===== config.mk =====
export PLATFORM = sky130hd
export DESIGN_NAME = dmem_arbiter_flat
export DESIGN_NICKNAME = d
export VERILOG_FILES = /design/src/rtl/dmem_arbiter_if.sv /design/src/rtl/dmem_arbiter.sv /design/src/flat_wrapper.sv
export SDC_FILE = /design/constraint.sdc
export NUM_CORES = 1
export LEC_CHECK = 0
export CORE_UTILIZATION = 22
export CTS_CLUSTER_DIAMETER = 120
export CTS_CLUSTER_SIZE = 10
export DETAILED_ROUTE_END_ITERATION = 10
export GPL_TIMING_DRIVEN = 0
export PLACE_DENSITY = 0.8
export SLEW_MARGIN = 5
export SYNTH_ARGS = -nofsm -noshare
export SYNTH_HDL_FRONTEND = slang
export SYNTH_SLANG_ARGS = --single-unit

===== constraint.sdc =====
create_clock -name clk -period 1.58 [get_ports clk]
set_input_delay 0.158 -clock clk [delete_from_list [all_inputs] [get_ports clk]]
set_output_delay 0.158 -clock clk [all_outputs]
set_load 0.05 [all_outputs]

===== src/rtl/dmem_arbiter_if.sv =====
// Bundles the CPU data port, host/DMA port and RAM port of the data-memory arbiter.
// The arbiter uses the slave modport; the surrounding CPU/host/RAM environment uses master.
interface dmem_arbiter_if #(
  parameter int ADDR_WIDTH = 15,
  parameter int DATA_WIDTH = 16
);
  logic [ADDR_WIDTH-1:0] cpu_data_addr;
  logic                  cpu_read_m;
  logic                  cpu_write_m;
  logic [DATA_WIDTH-1:0] cpu_out_m;
  logic [DATA_WIDTH-1:0] cpu_in_m;
  logic                  cpu_stall;

  logic                  host_req;
  logic                  host_we;
  logic [ADDR_WIDTH-1:0] host_addr;
  logic [DATA_WIDTH-1:0] host_wdata;
  logic                  host_ack;
  logic                  host_rvalid;
  logic [DATA_WIDTH-1:0] host_rdata;

  logic [ADDR_WIDTH-1:0] ram_addr;
  logic                  ram_we;
  logic [DATA_WIDTH-1:0] ram_wdata;
  logic [DATA_WIDTH-1:0] ram_rdata;

  modport slave (
    input  cpu_data_addr, cpu_read_m, cpu_write_m, cpu_out_m,
    output cpu_in_m, cpu_stall,
    input  host_req, host_we, host_addr, host_wdata,
    output host_ack, host_rvalid, host_rdata,
    output ram_addr, ram_we, ram_wdata,
    input  ram_rdata
  );

  modport master (
    output cpu_data_addr, cpu_read_m, cpu_write_m, cpu_out_m,
    input  cpu_in_m, cpu_stall,
    output host_req, host_we, host_addr, host_wdata,
    input  host_ack, host_rvalid, host_rdata,
    input  ram_addr, ram_we, ram_wdata,
    output ram_rdata
  );
endinterface


===== src/rtl/dmem_arbiter.sv =====
// Shares a 1-cycle-latency single-port data RAM between the CPU data port and a host/DMA port.
// Optional DMEM_ARB_PERF_EN adds saturating stall-cycle and host-slot counters.
//
// state  | meaning
// IDLE   | CPU owns the port; a CPU read is issued here with a stall
// CPU_RD | read data returns to the CPU, which may also write (read-modify-write)
// HOST   | single host slot; CPU stalled
module dmem_arbiter #(
  parameter int ADDR_WIDTH = 15,
  parameter int DATA_WIDTH = 16
) (
  input  logic clk,
  input  logic resetN,
  dmem_arbiter_if.slave bus
`ifdef DMEM_ARB_PERF_EN
  ,
  output logic [15:0] perf_stall_cnt,
  output logic [15:0] perf_host_cnt
`endif
);

  typedef enum logic [1:0] {
    IDLE   = 2'd0,
    CPU_RD = 2'd1,
    HOST   = 2'd2
  } state_t;

  state_t state;
  logic   host_rd_pend;

  logic [ADDR_WIDTH-1:0] addr_mux;
  logic [DATA_WIDTH-1:0] wdata_mux;
  logic                  we_mux;
  logic                  stall;
  logic                  ack;

  // Stall is derived from state and cpu_read_m only: the CPU gates write_m with stall.
  always_comb begin
    addr_mux  = bus.cpu_data_addr;
    wdata_mux = bus.cpu_out_m;
    we_mux    = bus.cpu_write_m;
    stall     = 1'b0;
    ack       = 1'b0;
    case (state)
      IDLE: begin
        if (bus.cpu_read_m) begin
          we_mux = 1'b0;
          stall  = 1'b1;
        end
      end
      CPU_RD: begin
        stall = 1'b0;
      end
      HOST: begin
        addr_mux  = bus.host_addr;
        wdata_mux = bus.host_wdata;
        we_mux    = bus.host_we;
        stall     = 1'b1;
        ack       = 1'b1;
      end
      default: begin
        stall = 1'b0;
      end
    endcase
  end

  always_ff @(posedge clk) begin
    if (!resetN) begin
      state        <= IDLE;
      host_rd_pend <= 1'b0;
    end else begin
      host_rd_pend <= (state == HOST) && !bus.host_we;
      case (state)
        IDLE: begin
          if (bus.cpu_read_m)     state <= CPU_RD;
          else if (bus.host_req)  state <= HOST;
          else                    state <= IDLE;
        end
        CPU_RD:  state <= bus.host_req ? HOST : IDLE;
        HOST:    state <= IDLE;
        default: state <= IDLE;
      endcase
    end
  end

  assign bus.ram_addr    = addr_mux;
  assign bus.ram_wdata   = wdata_mux;
  assign bus.ram_we      = we_mux;
  assign bus.cpu_stall   = stall;
  assign bus.host_ack    = ack;
  assign bus.host_rvalid = host_rd_pend;
  assign bus.cpu_in_m    = bus.ram_rdata;
  assign bus.host_rdata  = bus.ram_rdata;

`ifdef DMEM_ARB_PERF_EN
  always_ff @(posedge clk) begin
    if (!resetN) begin
      perf_stall_cnt <= 16'd0;
      perf_host_cnt  <= 16'd0;
    end else begin
      if (stall && (perf_stall_cnt != 16'hFFFF)) perf_stall_cnt <= perf_stall_cnt + 16'd1;
      if (ack && (perf_host_cnt != 16'hFFFF))    perf_host_cnt  <= perf_host_cnt + 16'd1;
    end
  end
`endif

endmodule


===== src/flat_wrapper.sv =====
// flat-port wrapper written by rule: the top's interface ports become plain ports
module dmem_arbiter_flat 
#(
  parameter int ADDR_WIDTH = 15,
  parameter int DATA_WIDTH = 16
)
  (clk, resetN, bus_cpu_data_addr, bus_cpu_read_m, bus_cpu_write_m, bus_cpu_out_m, bus_cpu_in_m, bus_cpu_stall, bus_host_req, bus_host_we, bus_host_addr, bus_host_wdata, bus_host_ack, bus_host_rvalid, bus_host_rdata, bus_ram_addr, bus_ram_we, bus_ram_wdata, bus_ram_rdata);
  dmem_arbiter_if #(.ADDR_WIDTH(ADDR_WIDTH), .DATA_WIDTH(DATA_WIDTH)) bus_i ();
  input  logic clk;
  input  logic resetN;
  input wire logic [$bits(bus_i.cpu_data_addr)-1:0] bus_cpu_data_addr;
  input wire logic [$bits(bus_i.cpu_read_m)-1:0] bus_cpu_read_m;
  input wire logic [$bits(bus_i.cpu_write_m)-1:0] bus_cpu_write_m;
  input wire logic [$bits(bus_i.cpu_out_m)-1:0] bus_cpu_out_m;
  output wire logic [$bits(bus_i.cpu_in_m)-1:0] bus_cpu_in_m;
  output wire logic [$bits(bus_i.cpu_stall)-1:0] bus_cpu_stall;
  input wire logic [$bits(bus_i.host_req)-1:0] bus_host_req;
  input wire logic [$bits(bus_i.host_we)-1:0] bus_host_we;
  input wire logic [$bits(bus_i.host_addr)-1:0] bus_host_addr;
  input wire logic [$bits(bus_i.host_wdata)-1:0] bus_host_wdata;
  output wire logic [$bits(bus_i.host_ack)-1:0] bus_host_ack;
  output wire logic [$bits(bus_i.host_rvalid)-1:0] bus_host_rvalid;
  output wire logic [$bits(bus_i.host_rdata)-1:0] bus_host_rdata;
  output wire logic [$bits(bus_i.ram_addr)-1:0] bus_ram_addr;
  output wire logic [$bits(bus_i.ram_we)-1:0] bus_ram_we;
  output wire logic [$bits(bus_i.ram_wdata)-1:0] bus_ram_wdata;
  input wire logic [$bits(bus_i.ram_rdata)-1:0] bus_ram_rdata;
  assign bus_i.cpu_data_addr = bus_cpu_data_addr;
  assign bus_i.cpu_read_m = bus_cpu_read_m;
  assign bus_i.cpu_write_m = bus_cpu_write_m;
  assign bus_i.cpu_out_m = bus_cpu_out_m;
  assign bus_cpu_in_m = bus_i.cpu_in_m;
  assign bus_cpu_stall = bus_i.cpu_stall;
  assign bus_i.host_req = bus_host_req;
  assign bus_i.host_we = bus_host_we;
  assign bus_i.host_addr = bus_host_addr;
  assign bus_i.host_wdata = bus_host_wdata;
  assign bus_host_ack = bus_i.host_ack;
  assign bus_host_rvalid = bus_i.host_rvalid;
  assign bus_host_rdata = bus_i.host_rdata;
  assign bus_ram_addr = bus_i.ram_addr;
  assign bus_ram_we = bus_i.ram_we;
  assign bus_ram_wdata = bus_i.ram_wdata;
  assign bus_i.ram_rdata = bus_ram_rdata;
  dmem_arbiter #(.ADDR_WIDTH(ADDR_WIDTH), .DATA_WIDTH(DATA_WIDTH)) u_core (.clk(clk), .resetN(resetN), .bus(bus_i));
endmodule

==> qor.yml, run 1 <==
finish:
  seqCellArea_sq_um: 62.56
  final_area_sq_mm: 0.002405
  fin_cells: 266
  finish.utilization_pct: 63.77
  multiInputGateArea_sq_um: 514.2
  fillCellCount: 331
  nets: 303
  area_growth_pct: 170.3
  drive_gt1_share_pct: 50.00
  antenna_cells: 0
sta:
  setup_viol: 12
  clock.fmax_ghz: 0.6282
  slew_violations: 0
  layout_setup_ws_ns: -0.01188
  rsz0062_at_grt: "yes"
  max_slew_margin_pct: 66.09
  holdWs_ns: 0.5011
  worstMarginPinSlew_ns: 0.5070
  period_needed_ns: 1.592
  final_hold_viol_count: 0
  fin_skew_ns: 0.0003194
  fin_crit_sh_pct: 100.8
synth:
  synth.ff_latch_count: 3
  yosys_warnings: 0
  yosysUniqueCellTypes: 14
  syn-cell-area_sq_um: 889.6
  synth_fp_nets: 162
  syn_avg_cell_area_sq_um: 11.41
  seq_area_frac_synth_pct: 6.751
  synth_cells: 78
global_routing:
  gr-total-overflow: 0
  grt_pass1_wl_um: 4671
  antenna_found_initial: 0
  grt_max_degree: 11
  grt_use_total_pct: 14.36
  grt_pass1_vias: 1036
clocking:
  cts_tree: "built"
  root_buffer: "clkbuf_8"
  cts_buffers: 3
  clock-sinks: 3
  hold_buffers: 0
  h-tree-depth: 1
  clk_transition_reported_paths_ns: 0.03
  insertion_delay_ns: 0.21
  cts.path.max_buffers: 2
critical_path:
  cp_data_arrival_time_ns: 1.43
  cp-start-kind: "flop"
  critical_path_class: "reg2out"
  path_max_fanout: 10
  end_kind: "output pin"
  required_ns: 1.42
worst_hold_path:
  hp-class: "reg2reg"
power_and_ir_drop:
  pwr-share-comb_pct: 77.2
  seqPwrFrac_pct: 6.3
  power_switching_mw: 0.5739
  clkPwrFrac_pct: 16.6
  intPower_mw: 0.7490
  powerDensity_mw_per_mm2: 550.1
  power.leakage_nw: 1.080
  peakVddDrop_mv: 0.4329
  switching_share_pct: 43.38
floorplan:
  dieHeight_um: 65.59
  die_area_sq_mm: 0.004302
  start_util_pct: 23.59
  rows: 22
  die_w_um: 65.59
  ios: 151
  core_sq_mm: 0.003771
placement:
  numPortBuffers: 134
  dpl_cell_area_sq_mm: 0.002291
  hpwl_um: 3089
  dp_cells: 260
  globalplace.congestion: 0.6739
  pre_cts_slack_ns: -0.4218
run_status:
  violations: "setup timing"
  status: "finished, violations left"
detailed_routing:
  drtPass1Iterations: 4
  routedWlPerCell_um: 12.91
  viasPerCell: 3.932
  num_vias: 1046
  drtAntennaViolNets: 0
  dr.first_iter.drc_count: 13
  drc: 0
  routed_wl_um: 3434
job:
  drv_cap: 0
## path summary, 6_finish.rpt
kind / slack (ns) / startpoint / cells past startpoint / to
max: -0.01 / u_core.state[1]$_SDFF_PN0_ / 5 / bus_ram_wdata[11]
min reg2reg: 0.50 / u_core.state[1]$_SDFF_PN0_ / 2 / u_core.state[0]$_SDFF_PN0_
max reg2reg: 0.57 / u_core.state[1]$_SDFF_PN0_ / 4 / u_core.bus.host_rvalid$_SDFF_PN0_
min: 0.50 / u_core.state[1]$_SDFF_PN0_ / 2 / u_core.state[0]$_SDFF_PN0_
## per-stage QoR
step / TNS (ns) / power [mW]
detailed placement: -12.70 / 1.077
global route: -1.633 / 1.379
finish: -0.1018 / 1.323
global placement: -12.17 / 1.069
CTS: -0.3206 / 1.333
floorplan: 0 / 0.7001
## layout by cell type, fill, tap and decap left out, types with 2 or more instances in the layout
master and instances:
clkdlybuf4s50_1 100, buf_12 4, mux2_4 27, clkbuf_8 3, dfxtp_2 2, buf_6 26, buf_4 36, mux2_2 4
## worst max-delay path: stages (launching register included)
cell and delay (ns):
dfxtp_2 0.31, nor2b_4 0.15, buf_12 0.15, buf_12 0.15
mux2_4 0.31, buf_6 0.15
## power groups by stage
stage	Clock (mW)	Combinational (mW)	Sequential, mW
finish	0.219	1.02	0.0829
floorplan	0	0.615	0.0848
global placement	0	0.985	0.0837
detailed placement	0	0.993	0.0841
CTS	0.227	1.02	0.0830
global route	0.240	1.06	0.0834
## kinds of logic after synthesis
group,Yosys count,share of synthesized area (%)
compound gates,2,1.829
flops,3,6.751
mux,31,50.63
buf+inv,37,35.44
simple gates,5,5.345
## state kept, by name, indices dropped and copies added, names as in the netlist
signal / flops
u_core.state: 2
u_core.bus.host_rvalid: 1
## per-layer routing
| layer | GRT usage (%) | routed length (um) |
|---|---|---|
| met1 | 12.85 | 1085 |
| met2 | 30.15 | 1991 |
| met3 | 2.951 | 341 |
| met4 | 5.707 | 16 |
| met5 | 0 | 0 |
## timing repair
item,4_1_cts,5_1_grt
gates resized for setup,224,7
gates cloned,1,0
buffers inserted,1,0
endpoints found under the setup margin,34,31
## cell usage after synthesis, drive strengths merged
cell	instances	area, sq um
a22o	1	8.760
and4b	1	11.26
nand2b	1	6.260
buf	36	311.5
and3b	1	8.760
dfxtp	3	60.06
mux2	31	450.4
inv	1	3.750
o21bai	1	7.510
nor2b	1	13.76
nor3b	1	7.510
## area by class of cell
class | instances | area share, %
Clock buffer | 4 | 1.873
Sequential cell | 3 | 2.601
Inverter | 1 | 0.1561
Tap cell | 48 | 2.497
Buffer | 36 | 13.32
Multi-Input combinational cell | 38 | 21.38
Timing Repair Buffer | 136 | 58.17
Note: power is estimated with default switching activity, not from simulation.
==> run 2, diff against run 1 <==
GPL_ROUTABILITY_DRIVEN = 0   (was unset)
PLACE_DENSITY = unset   (was 0.8)
PLACE_DENSITY_LB_ADDON = 0.12   (was unset)
==> qor.yml, run 2 (synthesis results as in run 1) <==
worst_hold_path:
  hold_start: "u_core.state[1]$_SDFF_PN0_"
  holdPathEnd: "u_core.state[0]$_SDFF_PN0_"
  min_path_cells: 2  # unchanged
  hp-class: "reg2reg"
sta:
  layout_setup_ws_ns: -0.02326  # -0.01138 ns
  clock.fmax_ghz: 0.6237  # -0.71%
  max_slew_margin_pct: 66.30  # +0.20 points
  worstMarginPinSlew_ns: 0.5039  # -0.003059 ns
  final_hold_viol_count: 0  # unchanged
  slew_violations: 0  # unchanged
  period_needed_ns: 1.603  # +0.01138 ns
  holdWs_ns: 0.5005  # -0.0005370 ns
  setup_viol: 17  # +5
  rsz0062_at_grt: "yes"
  fin_skew_ns: 0.001373  # +0.001053 ns
  fin_crit_sh_pct: 101.5  # +0.72 points
  tns_ns: -0.2146  # -0.1128 ns
clocking:
  insertion_delay_ns: 0.22  # about the same
  cts.path.max_buffers: 2  # unchanged
  root_buffer: "clkbuf_8"
  cts_buffers: 3  # unchanged
  h-tree-depth: 1  # unchanged
  clock-sinks: 3  # unchanged
  cts_tree: "built"
  clk_transition_reported_paths_ns: 0.03  # about the same
critical_path:
  worstPathCellList: "nor2b_4 -> buf_12 -> buf_12 -> mux2_4 -> buf_6"
  path_max_fanout: 10  # unchanged
  reg2reg_setup_slack_ns: 0.59  # +0.02 ns
  cpPeakStageDelay_ns: 0.31  # about the same
  cp-start-kind: "flop"
  end_kind: "output pin"
  reg2reg_depth: 4  # unchanged
  cp_data_arrival_time_ns: 1.45  # +0.02 ns
  crit_path_frequent_cell: "buf_12"
  cp_slowest_cell: "dfxtp_2"
  required_ns: 1.42  # about the same
  rr_endpoint: "u_core.bus.host_rvalid$_SDFF_PN0_"
  critical_path_class: "reg2out"
  r2r_start: "u_core.state[1]$_SDFF_PN0_"
floorplan:
  core_sq_mm: 0.003771  # unchanged
  rows: 22  # unchanged
  ios: 151  # unchanged
  start_util_pct: 23.59  # unchanged
  die_w_um: 65.59  # unchanged
  dieHeight_um: 65.59  # unchanged
  die_area_sq_mm: 0.004302  # unchanged
finish:
  finish.utilization_pct: 63.80  # about the same
  largest_reg_flops: 2  # unchanged
  final_area_sq_mm: 0.002406  # about the same
  regMostFlops: "u_core.state"
  nets: 303  # unchanged
  area_growth_pct: 170.5  # about the same
  antenna_cells: 0  # unchanged
  final_common_cell: "clkdlybuf4s50_1"
  fin_cells: 266  # unchanged
  drive_gt1_share_pct: 50.00  # unchanged
  layout_common_cells: "clkdlybuf4s50_1 (100), buf_4 (35), mux2_4 (27), buf_6 (25)"
global_routing:
  gr-total-overflow: 0  # unchanged
  grt_pass1_vias: 1041  # +0.48%
  antenna_found_initial: 0  # unchanged
  grt_use_total_pct: 14.10  # -0.25 points
  grt_max_degree: 11  # unchanged
  grt_pass1_wl_um: 4726  # +1.2%
placement:
  numPortBuffers: 134  # unchanged
  pre_cts_slack_ns: -0.4096  # +0.01219 ns
  dp_cells: 260  # unchanged
  dpl_cell_area_sq_mm: 0.002291  # unchanged
  hpwl_um: 2840  # -8.1%
power_and_ir_drop:
  peakVddDrop_mv: 0.4050  # -6.4%
  p_total_mw: 1.329  # +0.46%
  powerDensity_mw_per_mm2: 552.4  # +0.41%
  power.leakage_nw: 1.081  # about the same
run_status:
  status: "finished, violations left"
  violations: "setup timing"
detailed_routing:
  viasPerCell: 3.910  # -0.57%
  routed_wl_um: 3331  # -3.0%
  routedWlPerCell_um: 12.52  # -3.0%
  drc: 0  # unchanged
  num_vias: 1040  # -0.57%
  drtPass1Iterations: 3  # -1
  drtAntennaViolNets: 0  # unchanged
  dr.first_iter.drc_count: 4  # -9
job:
  drv_cap: 0  # unchanged
run 2: cell counts in the layout (fill, tap and decap cells not counted):
Identical to the previous run, type by type.
run 2: timing repair:
item | 4_1_cts | 5_1_grt
hold buffers | 0 | 0
pin swaps | 0 | 0
resized for setup | 223 | 7
endpoints found under the setup margin | 34 | 31
buffers inserted | 1 | 0
cloned | 1 | 0
run 2: cell type report:
class,count,area (sq um)
Timing Repair Buffer,136,1400
Fill cell,310,1365
Multi-Input combinational cell,38,514.2
Buffer,36,320.3
Sequential cell,3,62.56
Tap cell,48,60.06
Clock buffer,4,45.04
Inverter,1,3.754
run 2: critical path, delay by kind of cell, from the launching register on:
kind                   cells  cell delay (ns)
buffers and inverters      3             0.45
multiplexers               1             0.31
flip-flops                 1             0.31
AND/OR/NAND/NOR            1             0.15
run 2: how the worst max path moves through the flow:
stage / from / end / slack, ns / cells past startpoint
floorplan: u_core.state[1]$_SDFF_PN0_ / bus_ram_we / 0.18 / 4
global placement: u_core.state[1]$_SDFF_PN0_ / bus_ram_wdata[8] / -0.38 / 5
detailed placement: u_core.state[1]$_SDFF_PN0_ / bus_ram_wdata[8] / -0.41 / 5
CTS: u_core.state[1]$_SDFF_PN0_ / bus_ram_wdata[8] / -0.05 / 5
global route: u_core.state[1]$_SDFF_PN0_ / bus_ram_wdata[5] / -0.07 / 5
finish: u_core.state[1]$_SDFF_PN0_ / bus_ram_wdata[2] / -0.02 / 5
run 2: metal layers:
layer | up-vias | track usage, % | part of all wire [%]
li1 | 517 | - | -
met1 | 460 | 12.44 | 32
met2 | 59 | 30.28 | 60
met3 | 4 | 2.778 | 7.8
met4 | 0 | 4.891 | 0.81
met5 | - | 0 | 0
run 2: where the power goes:
| part | leakage (nW) | switching [mW] | internal, mW |
|---|---|---|---|
| clock network | 0.0228 | 0.0543 | 0.172 |
| logic | 1.03 | 0.522 | 0.497 |
| registers | 0.0253 | 0.00248 | 0.0803 |
